File: src/rtl/ttseq_pkg.sv
// Shared widths and state encoding for the truth-table sequencer.
package ttseq_pkg;

  localparam int unsigned N_IN  = 3;  // datapath inputs a, b, c
  localparam int unsigned TBL_W = 8;  // 2**N_IN truth-table entries
  localparam int unsigned CNT_W = 4;  // width of the ones count (0..8)

  typedef enum logic [1:0] {
    IDLE = 2'd0,
    RUN  = 2'd1,
    DONE = 2'd2
  } state_e;

endpackage

File: src/rtl/ttseq_popcount.sv
// Combinational population count of a captured truth table.
module ttseq_popcount
  import ttseq_pkg::*;
(
  input  logic [TBL_W-1:0] bits_i,
  output logic [CNT_W-1:0] count_c
);

  // Sum the set bits of the table.
  always_comb begin
    count_c = '0;
    for (int i = 0; i < TBL_W; i++) begin
      count_c = count_c + CNT_W'(bits_i[i]);
    end
  end

endmodule

File: src/rtl/truth_table_sequencer.sv
// Walks abc through 0..7, holding each combination SETTLE cycles, and
// captures the external datapath output f_in into an 8-bit truth table.
// Optional feature macro: TTSEQ_ONES_COUNT_EN (registered popcount on ones_cnt).
module truth_table_sequencer
  import ttseq_pkg::*;
#(
  parameter int unsigned SETTLE = 1  // legal range 1..4
) (
  input  logic             clk,
  input  logic             rst_n,
  input  logic             start,
  input  logic             abort,
  input  logic             f_in,
  output logic [N_IN-1:0]  abc,
  output logic             busy,
  output logic             done,
  output logic [TBL_W-1:0] table_q,
  output logic [CNT_W-1:0] ones_cnt
);

  localparam int unsigned SET_W = 2;
  localparam logic [SET_W-1:0] SET_LAST = SET_W'(SETTLE - 1);
  localparam logic [N_IN-1:0]  IDX_LAST = N_IN'(TBL_W - 1);

  state_e           state_q, state_d;
  logic [N_IN-1:0]  idx_q, idx_d;
  logic [SET_W-1:0] cnt_q, cnt_d;
  logic [TBL_W-1:0] tbl_q, tbl_d;
  logic [N_IN-1:0]  abc_q, abc_d;
  logic             busy_q, busy_d;
  logic             done_q, done_d;

  // State and datapath registers.
  always_ff @(posedge clk or negedge rst_n) begin
    if (!rst_n) begin
      state_q <= IDLE;
      idx_q   <= '0;
      cnt_q   <= '0;
      tbl_q   <= '0;
      abc_q   <= '0;
      busy_q  <= 1'b0;
      done_q  <= 1'b0;
    end else begin
      state_q <= state_d;
      idx_q   <= idx_d;
      cnt_q   <= cnt_d;
      tbl_q   <= tbl_d;
      abc_q   <= abc_d;
      busy_q  <= busy_d;
      done_q  <= done_d;
    end
  end

  // Next-state, capture and registered-output decode.
  always_comb begin
    state_d = state_q;
    idx_d   = idx_q;
    cnt_d   = cnt_q;
    tbl_d   = tbl_q;
    unique case (state_q)
      IDLE: begin
        if (start && !abort) begin
          state_d = RUN;
          tbl_d   = '0;
          idx_d   = '0;
          cnt_d   = '0;
        end
      end
      RUN: begin
        // Abort beats a capture due in the same cycle.
        if (abort) begin
          state_d = IDLE;
        end else if (cnt_q == SET_LAST) begin
          tbl_d[idx_q] = f_in;
          cnt_d        = '0;
          // Index parks at 7; it only wraps on the next accepted start.
          if (idx_q == IDX_LAST) begin
            state_d = DONE;
          end else begin
            idx_d = idx_q + N_IN'(1);
          end
        end else begin
          cnt_d = cnt_q + SET_W'(1);
        end
      end
      DONE: begin
        state_d = IDLE;
      end
      default: begin
        state_d = IDLE;
      end
    endcase
    abc_d  = (state_d == RUN) ? idx_d : '0;
    busy_d = (state_d == RUN);
    done_d = (state_d == DONE);
  end

  assign abc     = abc_q;
  assign busy    = busy_q;
  assign done    = done_q;
  assign table_q = tbl_q;

`ifdef TTSEQ_ONES_COUNT_EN
  logic [CNT_W-1:0] pop_c;
  logic [CNT_W-1:0] ones_q;

  ttseq_popcount u_popcount (
    .bits_i  (tbl_d),
    .count_c (pop_c)
  );

  // Count tracks the next table so it is valid alongside done.
  always_ff @(posedge clk or negedge rst_n) begin
    if (!rst_n) begin
      ones_q <= '0;
    end else begin
      ones_q <= pop_c;
    end
  end

  assign ones_cnt = ones_q;
`else
  assign ones_cnt = '0;
`endif

endmodule

File: config.mk
export PLATFORM = sky130hd
export DESIGN_NAME = truth_table_sequencer
export DESIGN_NICKNAME = d
export VERILOG_FILES = /design/src/rtl/ttseq_pkg.sv /design/src/rtl/ttseq_popcount.sv /design/src/rtl/truth_table_sequencer.sv
export SDC_FILE = /design/constraint.sdc
export NUM_CORES = 1
export LEC_CHECK = 0
export CORE_MARGIN = 2
export CORE_UTILIZATION = 35
export DETAILED_ROUTE_END_ITERATION = 8
export GPL_TIMING_DRIVEN = 0
export PLACE_DENSITY = 0.58
export SKIP_CTS_REPAIR_TIMING = 1
export SLEW_MARGIN = 30
export SYNTH_ARGS = -nofsm -noshare
export SYNTH_HDL_FRONTEND = slang
export SYNTH_SLANG_ARGS = --single-unit
File: constraint.sdc
create_clock -name clk -period 1.57 [get_ports clk]
set_clock_uncertainty 0.2 [all_clocks]
set_input_delay 0.314 -clock clk [delete_from_list [all_inputs] [get_ports clk]]
set_output_delay 0.314 -clock clk [all_outputs]
set_load 0.005 [all_outputs]
Word level (Yosys, flattened, before mapping)
Index checks and enable logic that the tools add are counted.
Cells by class
  shift-type cells: 0
  bitwise logic cells: 0
  multiply operators: 0
  muxes and demuxes: 22
  order comparisons: 2
  divide/modulo/power cells: 0
  $add $sub $neg: 2
  eq/ne operators: 7
  reductions and logical operators: 8
Operator list (count)
  8-bit 2-to-1 mux: 3
  8-bit one-hot mux with 2 select lines: 1
  3-bit 2-to-1 mux: 5
  2-bit 2-to-1 mux: 7
  8-bit bitwise mux: 1
  2-bit one-hot mux with 2 select lines: 2
  2-bit inequality test (second input constant): 3
  3-bit one-hot mux with 2 select lines: 1
  2-bit by 1-bit equality test with 1-bit output (second input constant): 2
  2-bit zero test: 2
  3-bit by 4-bit < comparator with 1-bit output (second input constant): 1
  4-bit AND reduction: 1
  3-bit by 1-bit adder with 3-bit output (second input constant): 1
  1-bit demux with 3-bit select: 1
  3-bit equality test (second input constant): 1
  3-bit by 1-bit >= comparator with 1-bit output (second input constant): 1
  3-bit AND reduction: 1
  2-bit by 1-bit adder with 2-bit output (second input constant): 1
  2-bit equality test (second input constant): 1
  1-bit logical AND: 2
  2-bit nonzero test: 1
  1-bit zero test: 1
  1-bit 2-to-1 mux: 1
Word-level totals
  RAM bits: 0
  input port bits: 5
  bits in read-only memories: 0
  latch bits: 0
  output and inout port bits: 17
  bits in registers: 20
  memories kept: 0

Logic depth before layout (Yosys ltp)
  depth after elaboration: 8
  depth in mapped cells: 5
  gate-level depth less buffers: 5

Worst setup path before layout
No wires, ideal clock.
  kind: register to register
  start: reg cnt_q[0]
  end: reg idx_q[1]
  required time: 1.250 ns
  stages on the path, launching flop included: 6
  library setup time: 0.120 ns
  period minus slack after synthesis: 1.656 ns
  setup slack: -0.086 ns
  data arrival time: 1.336 ns
  cell sequence: dfrtp_1 inv_1 ha_1 a21boi_0 nand2_1 a31o_2
On the way
  cells in the longest elaborated chain, start to end: 4
RTL lines
  start: declaration: RTL line truth_table_sequencer.sv:27  | logic [SET_W-1:0] cnt_q, cnt_d;
  start signal: assignment: RTL line truth_table_sequencer.sv:46  | cnt_q <= cnt_d;
  2-bit zero test: RTL line truth_table_sequencer.sv:73  | end else if (cnt_q == SET_LAST) begin
  3-bit 2-to-1 mux: RTL line truth_table_sequencer.sv:73
  3-bit 2-to-1 mux: RTL line truth_table_sequencer.sv:71  | if (abort) begin
  3-bit one-hot mux with 2 select lines: RTL line truth_table_sequencer.sv:60  | unique case (state_q)
  net idx_d[1]: RTL line truth_table_sequencer.sv:26  | logic [N_IN-1:0] idx_q, idx_d;
  end signal: assignment: RTL line truth_table_sequencer.sv:45  | idx_q <= idx_d;
  end: declaration: RTL line truth_table_sequencer.sv:26
The timed path passes the listed nets, and every way through them passes these cells.
A chain may end at the register's enable or synchronous reset.

Final worst setup path
  start: reg state_q[0]
  end: reg cnt_q[1]
On the way
  cells in the longest elaborated chain, start to end: 3
  elaborated cells between the ends (all ways): 7
  classes of those cells: eq/ne: 3; mux: 1; reduce/logical: 3
RTL lines
  start: declaration: RTL line truth_table_sequencer.sv:25  | state_e state_q, state_d;
  start signal: assignment: RTL line truth_table_sequencer.sv:44  | state_q <= state_d;
  2-bit by 1-bit equality test with 1-bit output or 2-bit zero test (tied branches): RTL line truth_table_sequencer.sv:60
  2-bit inequality test (no line) or 2-bit nonzero test (tied branches)
  3-bit AND reduction (no line)
Parallel ways exist; a longest one is shown, timed or not.

==> out/results.md <==
| Item | Reported |
|:---|:---|
| Final weighted congestion in routability-driven placement | 0.7388 |
| Post-detailed-routing wire length | 2.375 mm |
| Number of max-slew violations in the final report | 0 |
| Status | finished, violations left |
| Synth Area in XOR/XNOR | 0 |
| Clock tree from TritonCTS | done |
| Sequential-to-total area share from yosys stat | 0.4843 |
| Post-synthesis instance area | 1033 um2 |
| Multiplexer share of the synthesized area | 0.03995 |
| Via count of the first global-routing pass | 806 |
| Sum of overflow across all layers after global routing | 0 |
| Fill cells | 254 |
| Port Buffers | 17 |
| Highest clock frequency the design can meet | 618.2 MHz |
| Startpoint class of the critical path | flop |
| Sequential Area | 501.7 um2 |
| Crit path capture type | flop |
| Number of distinct library cells after synthesis | 29 |
| Violated checks | setup timing |
| Minimum hold slack | 262.0 ps |
| Endpoints failing setup | 3 |
| Global Route Usage Sum | 0.1343 |
| Vias/cell | 5.127 |
| Count of warnings emitted by yosys | 0 |
| Path class of the lowest-slack min-delay path | input pin to asynchronous set/reset pin |
| Antenna cells | 0 |
| Area share of fa/ha/maj cells after synthesis | 0.03632 |
| Total area of multi-input combinational cells | 568.0 um2 |
| Power Dens Cells | 941.6 nW/um2 |
| Root Buffer Master | sky130_fd_sc_hd__clkbuf_4 |
| Clock-pin slew on the worst setup and hold paths | 120 ps |
| Setup repair after global routing missed its margin | yes |
| Post-synthesis simple-gate area fraction | 0.1840 |
| Buffers from clock root to sink, at most | 2 |
| WP data arrival | 1620 ps |
| Signed area change from the synthesized netlist to the final layout | 49.27% |
| Maximum number of pins on one net before global-route repair | 21 |
| CP max FO | 7 |
| Total count of hold-check failures in the final report | 0 |
| Die outline width | 58.34 um |
| Layout cells sized above 1 | 0.3407 |
| Average routed wire per standard cell | 14.31 um |
| Clk sink count | 20 |
| H-Tree Level Count | 1 |
| Final antenna-violating net count | 0 |
| Antenna violations before repair | 0 |
| Count of pins on the block boundary | 22 |
| Reported max-cap violation count | 0 |
| Cell count after synthesis | 98 |
| Fraction of the mapped netlist area in compound gates | 0.1816 |
| Post-synthesis sequential element count | 20 |
| Worst setup path class | flop to flop |
| Lkg Pwr | 0.0009628 uW |
| Maximum ir drop on the vdd rail | 0.0006629 V |
| Floorplan core area | 2781 um2 |
| Average cell area after synthesis | 10.55 um2 |
| TritonRoute pass-1 iters | 4 |
| Initial standard-cell utilization of the core | 0.3716 |
| Setup_tns | -100.3 ps |
| Time the final worst path needs with I/O delays and setup | 1618 ps |
| Final worst-path setup slack | -47.56 ps |
| Drt initial violations | 16 |
| Die area | 3404 um2 |
| Via count of the routed design | 851 |
| Dominant combinational cell family by area after synthesis | simple AND/OR/NAND/NOR gates |
| Layout Nets | 144 |
| Wire length of the first global-routing pass | 3.512 mm |
| Required time worst endpoint | 1580 ps |
| CTS buffer count | 3 |
| DRC violations left | 0 |
| DIE HEIGHT | 58.34 um |
| Placed wire-length estimate after detailed placement | 1.543 mm |
| Clock insertion delay at the later pin of the skew report | 310 ps |
| Period utilization | 1.030 |
| Number of core rows | 19 |
## synth_stat cells
cell type | number | area [um2]
sky130_fd_sc_hd__and3b_1 | 3 | 26.28
sky130_fd_sc_hd__nor2_1 | 7 | 26.28
sky130_fd_sc_hd__o21ai_0 | 2 | 10.01
sky130_fd_sc_hd__or2_2 | 1 | 6.260
sky130_fd_sc_hd__a21boi_0 | 1 | 7.510
sky130_fd_sc_hd__nor3_1 | 2 | 10.01
sky130_fd_sc_hd__nand2_1 | 7 | 26.28
sky130_fd_sc_hd__nor3b_1 | 3 | 22.52
sky130_fd_sc_hd__nor4_1 | 2 | 12.51
sky130_fd_sc_hd__a22o_1 | 6 | 52.55
sky130_fd_sc_hd__nand2b_1 | 1 | 6.260
sky130_fd_sc_hd__conb_1 | 1 | 3.750
sky130_fd_sc_hd__ha_1 | 3 | 37.54
sky130_fd_sc_hd__inv_1 | 6 | 22.52
sky130_fd_sc_hd__dfrtp_1 | 20 | 500.5
sky130_fd_sc_hd__a31o_2 | 1 | 8.760
sky130_fd_sc_hd__nand3_1 | 1 | 5.000
sky130_fd_sc_hd__a32o_1 | 4 | 40.04
sky130_fd_sc_hd__o211ai_1 | 8 | 60.06
sky130_fd_sc_hd__buf_2 | 1 | 5.000
sky130_fd_sc_hd__buf_4 | 4 | 30.03
sky130_fd_sc_hd__nor3b_2 | 1 | 12.51
sky130_fd_sc_hd__mux2i_1 | 3 | 30.03
sky130_fd_sc_hd__clkbuf_1 | 4 | 15.01
sky130_fd_sc_hd__nor2b_4 | 1 | 13.76
sky130_fd_sc_hd__and3_1 | 2 | 12.51
sky130_fd_sc_hd__or4b_1 | 1 | 10.01
sky130_fd_sc_hd__a32oi_1 | 1 | 8.760
sky130_fd_sc_hd__mux2_2 | 1 | 11.26
## power breakdown
group | total [uW] | switching [uW] | leakage, uW | internal (uW)
Sequential | 612 | 39.1 | 0.000271 | 573
Clock | 311 | 169 | 0.0000210 | 142
Combinational | 530 | 267 | 0.000671 | 263
Total | 1450 | 475 | 0.000963 | 977
## cell type report
cell class	instances	area share
Timing Repair Buffer	31	0.2011
Multi-Input combinational cell	66	0.3682
Tap cell	31	0.02514
Clock buffer	4	0.02352
Sequential cell	20	0.3252
Buffer	8	0.04217
Inverter	6	0.01460
## cell families (layout without fill, tap and decap cells)
logic type / Yosys count / in the layout
buffers and inverters: 15 / 49
multiplexers: 4 / 4
AO/OA/AOI/OAI: 23 / 23
AND/OR/NAND/NOR: 32 / 32
adder cells (fa/ha/maj): 3 / 3
flip-flops: 20 / 20
other: 1 / 4
## layer usage
layer / part of all wire / global-route usage / vias up
met1: 0.45 / 0.1771 / 415
met4: 0.0055 / 0.01993 / 0
met5: 0 / 0 / -
li1: - / - / 421
met3: 0.043 / 0.04396 / 2
met2: 0.50 / 0.2199 / 13
## worst max-delay path, cell delays in order, from the launching register on
cell                      delay [ps]
sky130_fd_sc_hd__dfrtp_1         400
sky130_fd_sc_hd__or4b_4          580
sky130_fd_sc_hd__nor2b_4         160
sky130_fd_sc_hd__a22o_1          170
## per-stage QoR
stage	total power, uW	instance area, um2	setup WS (ps)	cells	util
after floorplan	906.3	1056	-68.65	101	-
after global placement	1056	1265	-638.7	149	0.4548
after detailed placement	1061	1265	-665.3	149	0.4548
after CTS	1366	1301	-333.9	153	0.4678
after global routing	1538	1543	-82.88	166	0.5547
final	1453	1543	-47.56	166	0.5547
## placed cells by master (no fill, tap or decap), types with 5 or more instances in the layout
master	Yosys	routed
sky130_fd_sc_hd__nand2_1	7	5
sky130_fd_sc_hd__a22o_1	6	6
sky130_fd_sc_hd__nor2_1	7	6
sky130_fd_sc_hd__dlymetal6s2s_1	0	15
sky130_fd_sc_hd__buf_4	4	17
sky130_fd_sc_hd__o211ai_1	8	8
sky130_fd_sc_hd__dfrtp_1	20	19
sky130_fd_sc_hd__clkbuf_4	0	5
## path summary, 6_finish.rpt
| path | startpoint | endpoint | slack [ps] | depth (start not counted) |
|---|---|---|---|---|
| worst max-delay path | state_q[0] | cnt_q[1] | -50 | 3 |
| worst min-delay path | rst_n | table_q[6] | 260 | 2 |
| worst max register to register | state_q[0] | cnt_q[1] | -50 | 3 |
| worst min register to register | table_q[2] | table_q[2] | 310 | 1 |
| max in group asynchronous | rst_n | state_q[1] | 570 | 2 |
| min in group clk | table_q[2] | table_q[2] | 310 | 1 |
## registers in the layout (all words and copies together) (netlist names)
register,count
abc,3
busy,1
cnt_q,2
done,1
idx_q,3
state_q,2
table_q,8
No activity file was read; power rests on OpenSTA's default activity.
